File: src/rtl/game_countdown_timer_if.sv
// Control and display bundle between the game FSM / HUD and the countdown timer.
// The game controller drives start/hold/clear; the timer returns BCD digits and status.
interface game_countdown_timer_if;
    logic       start;
    logic       hold;
    logic       clear;
    logic [3:0] timerdig2;
    logic [3:0] timerdig1;
    logic [3:0] timerdig0;
    logic       running;
    logic       paused;
    logic       time_up;
    logic       time_up_pulse;

    modport master (
        output start, hold, clear,
        input  timerdig2, timerdig1, timerdig0,
        input  running, paused, time_up, time_up_pulse
    );

    modport slave (
        input  start, hold, clear,
        output timerdig2, timerdig1, timerdig0,
        output running, paused, time_up, time_up_pulse
    );
endinterface

File: src/rtl/game_countdown_timer.sv
// Round countdown timer: counts M:SS down to 0:00 in whole seconds, one tick
// every TICK_DIV clocks of RUN, and reports running/paused/expired status.
module game_countdown_timer #(
    parameter int TICK_DIV    = 100_000_000,
    parameter int PRESET_MIN  = 3,
    parameter int PRESET_SECT = 0,
    parameter int PRESET_SECO = 0
) (
    input  logic                  clk,
    input  logic                  reset,
    game_countdown_timer_if.slave tmr
);

    localparam int             PW         = (TICK_DIV > 1) ? $clog2(TICK_DIV) : 1;
    localparam logic [PW-1:0]  PRESC_LAST = PW'(TICK_DIV - 1);
    localparam logic [3:0]     P_DIG2     = 4'(PRESET_MIN);
    localparam logic [3:0]     P_DIG1     = 4'(PRESET_SECT);
    localparam logic [3:0]     P_DIG0     = 4'(PRESET_SECO);
    // A zero preset expires immediately on start instead of counting.
    localparam logic           P_ZERO     = (PRESET_MIN == 0) && (PRESET_SECT == 0) && (PRESET_SECO == 0);

    typedef enum logic [1:0] {
        IDLE   = 2'd0,
        RUN    = 2'd1,
        PAUSED = 2'd2,
        DONE   = 2'd3
    } state_t;

    state_t        state_q, state_d;
    logic [PW-1:0] presc_q, presc_d;
    logic [3:0]    dig2_q, dig2_d;
    logic [3:0]    dig1_q, dig1_d;
    logic [3:0]    dig0_q, dig0_d;
    logic          running_q, running_d;
    logic          paused_q, paused_d;
    logic          time_up_q, time_up_d;
    logic          time_up_pulse_q, time_up_pulse_d;

    logic [3:0]    dec2, dec1, dec0;
    logic          borrow0, borrow1;
    logic          dec_zero;

    // One-second BCD decrement of the current digits (used only on a tick).
    always_comb begin
        dec0    = dig0_q;
        dec1    = dig1_q;
        dec2    = dig2_q;
        borrow0 = 1'b0;
        borrow1 = 1'b0;
        if (dig0_q != 4'd0) begin
            dec0 = dig0_q - 4'd1;
        end else begin
            dec0    = 4'd9;
            borrow0 = 1'b1;
        end
        if (borrow0) begin
            if (dig1_q != 4'd0) begin
                dec1 = dig1_q - 4'd1;
            end else begin
                dec1    = 4'd5;
                borrow1 = 1'b1;
            end
        end
        if (borrow1) begin
            dec2 = dig2_q - 4'd1;
        end
        dec_zero = (dec2 == 4'd0) && (dec1 == 4'd0) && (dec0 == 4'd0);
    end

    // Next-state, prescaler and digit logic; priority clear > start > hold > tick.
    always_comb begin
        state_d = state_q;
        presc_d = presc_q;
        dig2_d  = dig2_q;
        dig1_d  = dig1_q;
        dig0_d  = dig0_q;
        if (tmr.clear) begin
            state_d = IDLE;
            presc_d = '0;
            dig2_d  = P_DIG2;
            dig1_d  = P_DIG1;
            dig0_d  = P_DIG0;
        end else begin
            unique case (state_q)
                IDLE, DONE: begin
                    if (tmr.start) begin
                        state_d = P_ZERO ? DONE : RUN;
                        presc_d = '0;
                        dig2_d  = P_DIG2;
                        dig1_d  = P_DIG1;
                        dig0_d  = P_DIG0;
                    end
                end
                RUN: begin
                    if (tmr.hold) begin
                        // Freeze everything, including a prescaler sitting at its last count.
                        state_d = PAUSED;
                    end else if (presc_q == PRESC_LAST) begin
                        presc_d = '0;
                        dig2_d  = dec2;
                        dig1_d  = dec1;
                        dig0_d  = dec0;
                        if (dec_zero) begin
                            state_d = DONE;
                        end
                    end else begin
                        presc_d = presc_q + PW'(1);
                    end
                end
                PAUSED: begin
                    if (!tmr.hold) begin
                        state_d = RUN;
                    end
                end
                default: state_d = IDLE;
            endcase
        end
        running_d       = (state_d == RUN);
        paused_d        = (state_d == PAUSED);
        time_up_d       = (state_d == DONE);
        time_up_pulse_d = (state_d == DONE) && (state_q != DONE);
    end

    // State, prescaler, digit and status registers with asynchronous reset.
    always_ff @(posedge clk or posedge reset) begin
        if (reset) begin
            state_q         <= IDLE;
            presc_q         <= '0;
            dig2_q          <= P_DIG2;
            dig1_q          <= P_DIG1;
            dig0_q          <= P_DIG0;
            running_q       <= 1'b0;
            paused_q        <= 1'b0;
            time_up_q       <= 1'b0;
            time_up_pulse_q <= 1'b0;
        end else begin
            state_q         <= state_d;
            presc_q         <= presc_d;
            dig2_q          <= dig2_d;
            dig1_q          <= dig1_d;
            dig0_q          <= dig0_d;
            running_q       <= running_d;
            paused_q        <= paused_d;
            time_up_q       <= time_up_d;
            time_up_pulse_q <= time_up_pulse_d;
        end
    end

    assign tmr.timerdig2     = dig2_q;
    assign tmr.timerdig1     = dig1_q;
    assign tmr.timerdig0     = dig0_q;
    assign tmr.running       = running_q;
    assign tmr.paused        = paused_q;
    assign tmr.time_up       = time_up_q;
    assign tmr.time_up_pulse = time_up_pulse_q;

endmodule

File: src/flat_wrapper.sv
// flat-port wrapper written by rule: the top's interface ports become plain ports
module game_countdown_timer_flat 
#(
    parameter int TICK_DIV    = 100_000_000,
    parameter int PRESET_MIN  = 3,
    parameter int PRESET_SECT = 0,
    parameter int PRESET_SECO = 0
)
  (clk, reset, tmr_start, tmr_hold, tmr_clear, tmr_timerdig2, tmr_timerdig1, tmr_timerdig0, tmr_running, tmr_paused, tmr_time_up, tmr_time_up_pulse);
  game_countdown_timer_if tmr_i ();
  input  logic clk;
  input  logic reset;
  input wire logic [$bits(tmr_i.start)-1:0] tmr_start;
  input wire logic [$bits(tmr_i.hold)-1:0] tmr_hold;
  input wire logic [$bits(tmr_i.clear)-1:0] tmr_clear;
  output wire logic [$bits(tmr_i.timerdig2)-1:0] tmr_timerdig2;
  output wire logic [$bits(tmr_i.timerdig1)-1:0] tmr_timerdig1;
  output wire logic [$bits(tmr_i.timerdig0)-1:0] tmr_timerdig0;
  output wire logic [$bits(tmr_i.running)-1:0] tmr_running;
  output wire logic [$bits(tmr_i.paused)-1:0] tmr_paused;
  output wire logic [$bits(tmr_i.time_up)-1:0] tmr_time_up;
  output wire logic [$bits(tmr_i.time_up_pulse)-1:0] tmr_time_up_pulse;
  assign tmr_i.start = tmr_start;
  assign tmr_i.hold = tmr_hold;
  assign tmr_i.clear = tmr_clear;
  assign tmr_timerdig2 = tmr_i.timerdig2;
  assign tmr_timerdig1 = tmr_i.timerdig1;
  assign tmr_timerdig0 = tmr_i.timerdig0;
  assign tmr_running = tmr_i.running;
  assign tmr_paused = tmr_i.paused;
  assign tmr_time_up = tmr_i.time_up;
  assign tmr_time_up_pulse = tmr_i.time_up_pulse;
  game_countdown_timer #(.TICK_DIV(TICK_DIV), .PRESET_MIN(PRESET_MIN), .PRESET_SECT(PRESET_SECT), .PRESET_SECO(PRESET_SECO)) u_core (.clk(clk), .reset(reset), .tmr(tmr_i));
endmodule
File: config.mk
export PLATFORM = sky130hd
export DESIGN_NAME = game_countdown_timer_flat
export DESIGN_NICKNAME = d
export VERILOG_FILES = /design/src/rtl/game_countdown_timer_if.sv /design/src/rtl/game_countdown_timer.sv /design/src/flat_wrapper.sv
export SDC_FILE = /design/constraint.sdc
export NUM_CORES = 1
export LEC_CHECK = 0
export CAP_MARGIN = 10
export CORE_MARGIN = 2
export CORE_UTILIZATION = 40
export DETAILED_ROUTE_END_ITERATION = 10
export GPL_ROUTABILITY_DRIVEN = 0
export GPL_TIMING_DRIVEN = 0
export HOLD_SLACK_MARGIN = 0.15
export PLACE_DENSITY_LB_ADDON = 0.3
export SYNTH_ARGS = -nofsm -noshare
export SYNTH_HDL_FRONTEND = slang
export SYNTH_SLANG_ARGS = --single-unit
File: constraint.sdc
create_clock -name clk -period 2.9 [get_ports clk]
set_input_delay 0.87 -clock clk [delete_from_list [all_inputs] [get_ports clk]]
set_output_delay 0.87 -clock clk [all_outputs]
set_load 0.02 [all_outputs]
-- Word-level counts from Yosys, hierarchy flattened
Index checks and enable logic that the tools add are counted.
- register bits after elaboration: 45
- bits of input ports: 5
- output and inout port bits: 16
- word-level logic and storage cells: 69
- $add $sub $neg: 4
- equal/unequal tests: 11
- multiplexer cells: 32
- reductions and logical operators: 13
- operators with widths (kind ; count):
    $mux 27 ; 4
    $mux 4 ; 15
    $pmux 27 s2 ; 1
    $add 27x1->27 const B ; 1
    $eq 27x27->1 const B ; 1
    $pmux 4 s2 ; 3
    $logic_not 4->1 ; 3
    $mux 2 ; 6
    $sub 4x1->4 const B ; 3
    $eq 2x2->1 const B ; 4
    $reduce_bool 4->1 ; 2
    $ne 3x3->1 const B ; 2
    $pmux 2 s3 ; 1
    $eq 2x1->1 const B ; 2
    $reduce_and 4->1 ; 1
    $logic_and 1x1->1 ; 3
    $ne 3x2->1 const B ; 1
    $reduce_and 3->1 ; 1
    $reduce_bool 3->1 ; 1
    $logic_not 2->1 ; 1
    $mux 1 ; 2
    $ne 2x2->1 const B ; 1
    $reduce_or 2->1 ; 1

-- Depth between registers and ports, before layout
- depth in word-level cells: 14
- mapped depth: 9
- gate-level depth less buffers: 7

-- Least setup slack after synthesis
Ideal clock, no wire load.
- path type: input-to-reg
- start: in tmr_start
- end: reg u_core.presc_q[15]
- library setup time: 0.121 ns
- arrival time: 2.104 ns
- required time: 2.779 ns
- path slack: 0.674 ns
- stages: 7
- path buffers: 2
- cell sequence: or2b_2 > a31oi_1 > clkbuf_1 > buf_2 > nor4_1 > xnor2_1 > nor2_1
- cells in the longest elaborated chain, start to end: 2
- ends and longest elaborated chain (element ; line ; text):
    start, declared ; flat_wrapper.sv:13 ; input wire logic [$bits(tmr_i.start)-1:0] tmr_start;
    $ne 3x3->1 (no line) ; - ;
    $reduce_and 3->1 (no line) ; - ;
    end signal, assigned ; game_countdown_timer.sv:138 ; presc_q <= presc_d;
    end, declared ; game_countdown_timer.sv:30 ; logic [PW-1:0] presc_q, presc_d;
No other way between the ends.
A chain may end at the register's enable or synchronous reset.

-- Final worst setup path
- start: in tmr_start
- end: reg u_core.presc_q[26]
The elaborated chain is that of the path after synthesis.

==> results.ini <==
[timing]
fin_worst_skew_ns = 0.00679
period_needed_ns = 2.65
fmax_ghz = 0.377
setup_slack_ns = 0.245
hold_ws_ns = 0.548
rsz0062_at_grt = no
tightest_slew_ns = 0.757
slew-limit-headroom_pct = 49.1
hold_viol_final = 0
finalSetupViolations = 0
drv_slew = 0
period_share_pct = 91.5

[cts]
clockRootBuffer = clkbuf_8
h-tree-depth = 2
clk_transition_reported_paths_ns = 0.08
cts_hold_buffers = 0
cts_tree = built
post_cts_buffers = 0
clock_latency_ns = 0.31
clock_path_buffers = 2
cts.sinks = 45
cts_resized = 0
cts_made_buffers = 5

[route]
wirelength_um = 6200
vias = 2274
wl_met1_um = 2940
wire_per_inst_um = 15.9
route.met3.wl_um = 284
drtIter0Drc = 136
wl_met2_um = 2840
ant_nets = 0
drc = 0
top_layer = met4
dr.pass1.iters = 4
vias_per_cell = 5.83

[pwr]
power_leakage_nw = 1.23
power.density_mw_per_mm2 = 538
p_comb_share_pct = 35.2
switching_share_pct = 37.9
power.internal_w = 0.00105
seq_power_share_pct = 41.4
netSwitchingPower_w = 0.000638
power_w = 0.00168
clockPowerShare_pct = 23.4
peakVddDrop_mv = 0.205

[synth]
synth-edff-count = 0
synth-simple-area-share_pct = 29.1
yosysSeqAreaShare_pct = 41.4
synthMuxAreaShare_pct = 0.367
synth_compound_area_share_pct = 14.2
synthAdderAreaFrac_pct = 2.29
synth_area_mm2 = 0.00273
synth_cell_types = 64
ys_ff_latch = 45
synth_area_leaders = dfrtp_1 39%, xnor2_1 4.5%, nand4_1 3.7%
synth_top_area_cell = dfrtp_1
async_reset_ff_share_pct = 100
synth_area_per_cell_um2 = 9.70
yosys_warnings = 0
synthFlopType = dfrtp_1
yosys.area.top_type_share_pct = 39.5
synth_fp_nets = 291
yosysMostFrequentCell = dfrtp_1
synthCells = 281
synth_xor_area_share_pct = 6.10
netlist_top_cells_count = 43 x dfrtp_1, 23 x nor2_1, 16 x nand4_1, 15 x nand2_1, 14 x xnor2_1
synth_top_family_by_area = simple AND/OR/NAND/NOR gates

[layout]
final_area_mm2 = 0.00313
finalNetCount = 319
insertedDiodeCount = 0
drive_gt1_share_pct = 14.5
instances_no_fill = 390
synthToLayoutAreaGrowth_pct = 14.8

[worst_hold_path]
min_to = u_core.presc_q[24]
hold_start = u_core.presc_q[24]
hold_depth = 2
min_path_type = register to register

[setup_path]
cp_max_fo = 10
crit_path_max_incr_delay_ns = 0.44
timing.rr.start = u_core.state_q[0]
rr_endpoint = u_core.presc_q[26]
path_cells = clkdlybuf4s50_1 > or2b_2 > a31oi_1 > clkbuf_2 > buf_2 > nor4_1 > xnor2_1 > nor2_1
r2r_setup_slack_ns = 0.37
worstSetupEndpointType = register
crit_arrival_ns = 2.85
crit_path_top_delay_cell = clkdlybuf4s50_1
worstPathRequired_ns = 3.09
worstSetupPathType = primary input to register
reg2reg_depth = 9
worstSetupStartpointType = primary input

[grt]
grt_usage_pct = 18.5
antenna_found_initial = 0
grt_pass1_wl_um = 11100
overflow = 0
grt_max_degree = 34
grt_pass1_vias = 2233

[place]
io_buffers = 20
post_dp_cell_area_mm2 = 0.00305
pre_cts_slack_ns = -0.237
hpwl_um = 4380
dp.cells = 382

[floorplanning]
core-area_mm2 = 0.00668
die_h_um = 86.6
rows = 30
die_w_um = 86.6
io_pins = 21
start_util_pct = 40.8
die_area_mm2 = 0.00749

[outcome]
run_status = finished, final reports clean

[flow_run]
max_cap_viol_count = 0

==> kinds of logic after synthesis <==
group	count (synthesis)
AOI/OAI and AO/OA	57
xor gates and xnor gates	19
adders and majority gates	5
buffers and inverters	25
DFF	45
muxes	1
and+or+nand+nor	129
==> critical path: cells and delay by family <==
kind / cells / cell delay (ns)
xor gates and xnor gates: 1 / 0.15
and+or+nand+nor: 3 / 0.48
AOI/OAI and AO/OA: 1 / 0.28
buffers and inverters: 3 / 1.05
==> layout make-up <==
class	instances	area, um^2
Buffer	15	141
Fill cell	641	3550
Inverter	10	37.5
Tap cell	80	100
Sequential cell	45	1130
Multi-Input combinational cell	211	1420
Clock inverter	2	10.0
Clock buffer	6	72.6
Timing Repair Buffer	21	220
==> registers in the layout (all words and copies together) (netlist names) <==
| register | cells |
|---|---|
| u_core.tmr.timerdig1 | 4 |
| u_core.tmr.time_up_pulse | 1 |
| u_core.presc_q | 27 |
| u_core.tmr.running | 1 |
| u_core.tmr.timerdig2 | 4 |
| u_core.state_q | 2 |
| u_core.tmr.time_up | 1 |
| u_core.tmr.timerdig0 | 4 |
| u_core.tmr.paused | 1 |
==> layer usage <==
| metal | vias up | global-route usage [%] |
|---|---|---|
| met2 | 52 | 28.5 |
| li1 | 1108 | - |
| met4 | 0 | 7.10 |
| met3 | 10 | 2.86 |
| met1 | 1104 | 26.2 |
| met5 | - | 0 |
==> layout by cell type (no fill, tap or decap), types with 4 or more instances in the layout <==
master and n:
dfrtp_1 43, nor2_1 23, clkdlybuf4s50_1 20, nand4_1 16, nand2_1 15, xnor2_1 14, nor4_1 13, o21ai_0 11
nand3_1 10, inv_1 9, a31oi_1 8, a21oi_1 8, or3_1 7, clkbuf_8 6, buf_6 5, nor4b_1 5
a21oi_2 5, nor3_1 5, xor2_1 5, ha_1 5, clkbuf_1 4, a31o_2 4, or4_1 4
==> power by group through the flow <==
stage	logic (W)	clock network, W	registers, W
final	0.000593	0.000394	0.000697
after global routing	0.000660	0.000425	0.000703
after CTS	0.000596	0.000401	0.000697
after detailed placement	0.000593	0	0.000709
after global placement	0.000579	0	0.000707
after floorplan	0.000404	0	0.000723
==> how the worst max path moves through the flow <==
stage / start / to / slack [ns] / cells past startpoint
6_report: tmr_start / u_core.presc_q[26] / 0.25 / 8
5_1_grt: tmr_start / u_core.presc_q[26] / 0.11 / 8
4_1_cts: tmr_start / u_core.presc_q[26] / 0.06 / 8
3_5_place_dp: tmr_start / u_core.presc_q[5] / -0.24 / 8
3_3_place_gp: tmr_start / u_core.presc_q[5] / -0.20 / 8
2_1_floorplan: tmr_start / u_core.presc_q[15] / 0.67 / 7
==> stage by stage <==
| step | util, % | TNS, ns |
|---|---|---|
| detailed placement | 45.6 | -2.85 |
| global route | 46.9 | 0 |
| floorplan | - | 0 |
| finish | 46.9 | 0 |
| CTS | 46.8 | 0 |
| global placement | 45.3 | -2.31 |
(Power assumes the default switching activity.)
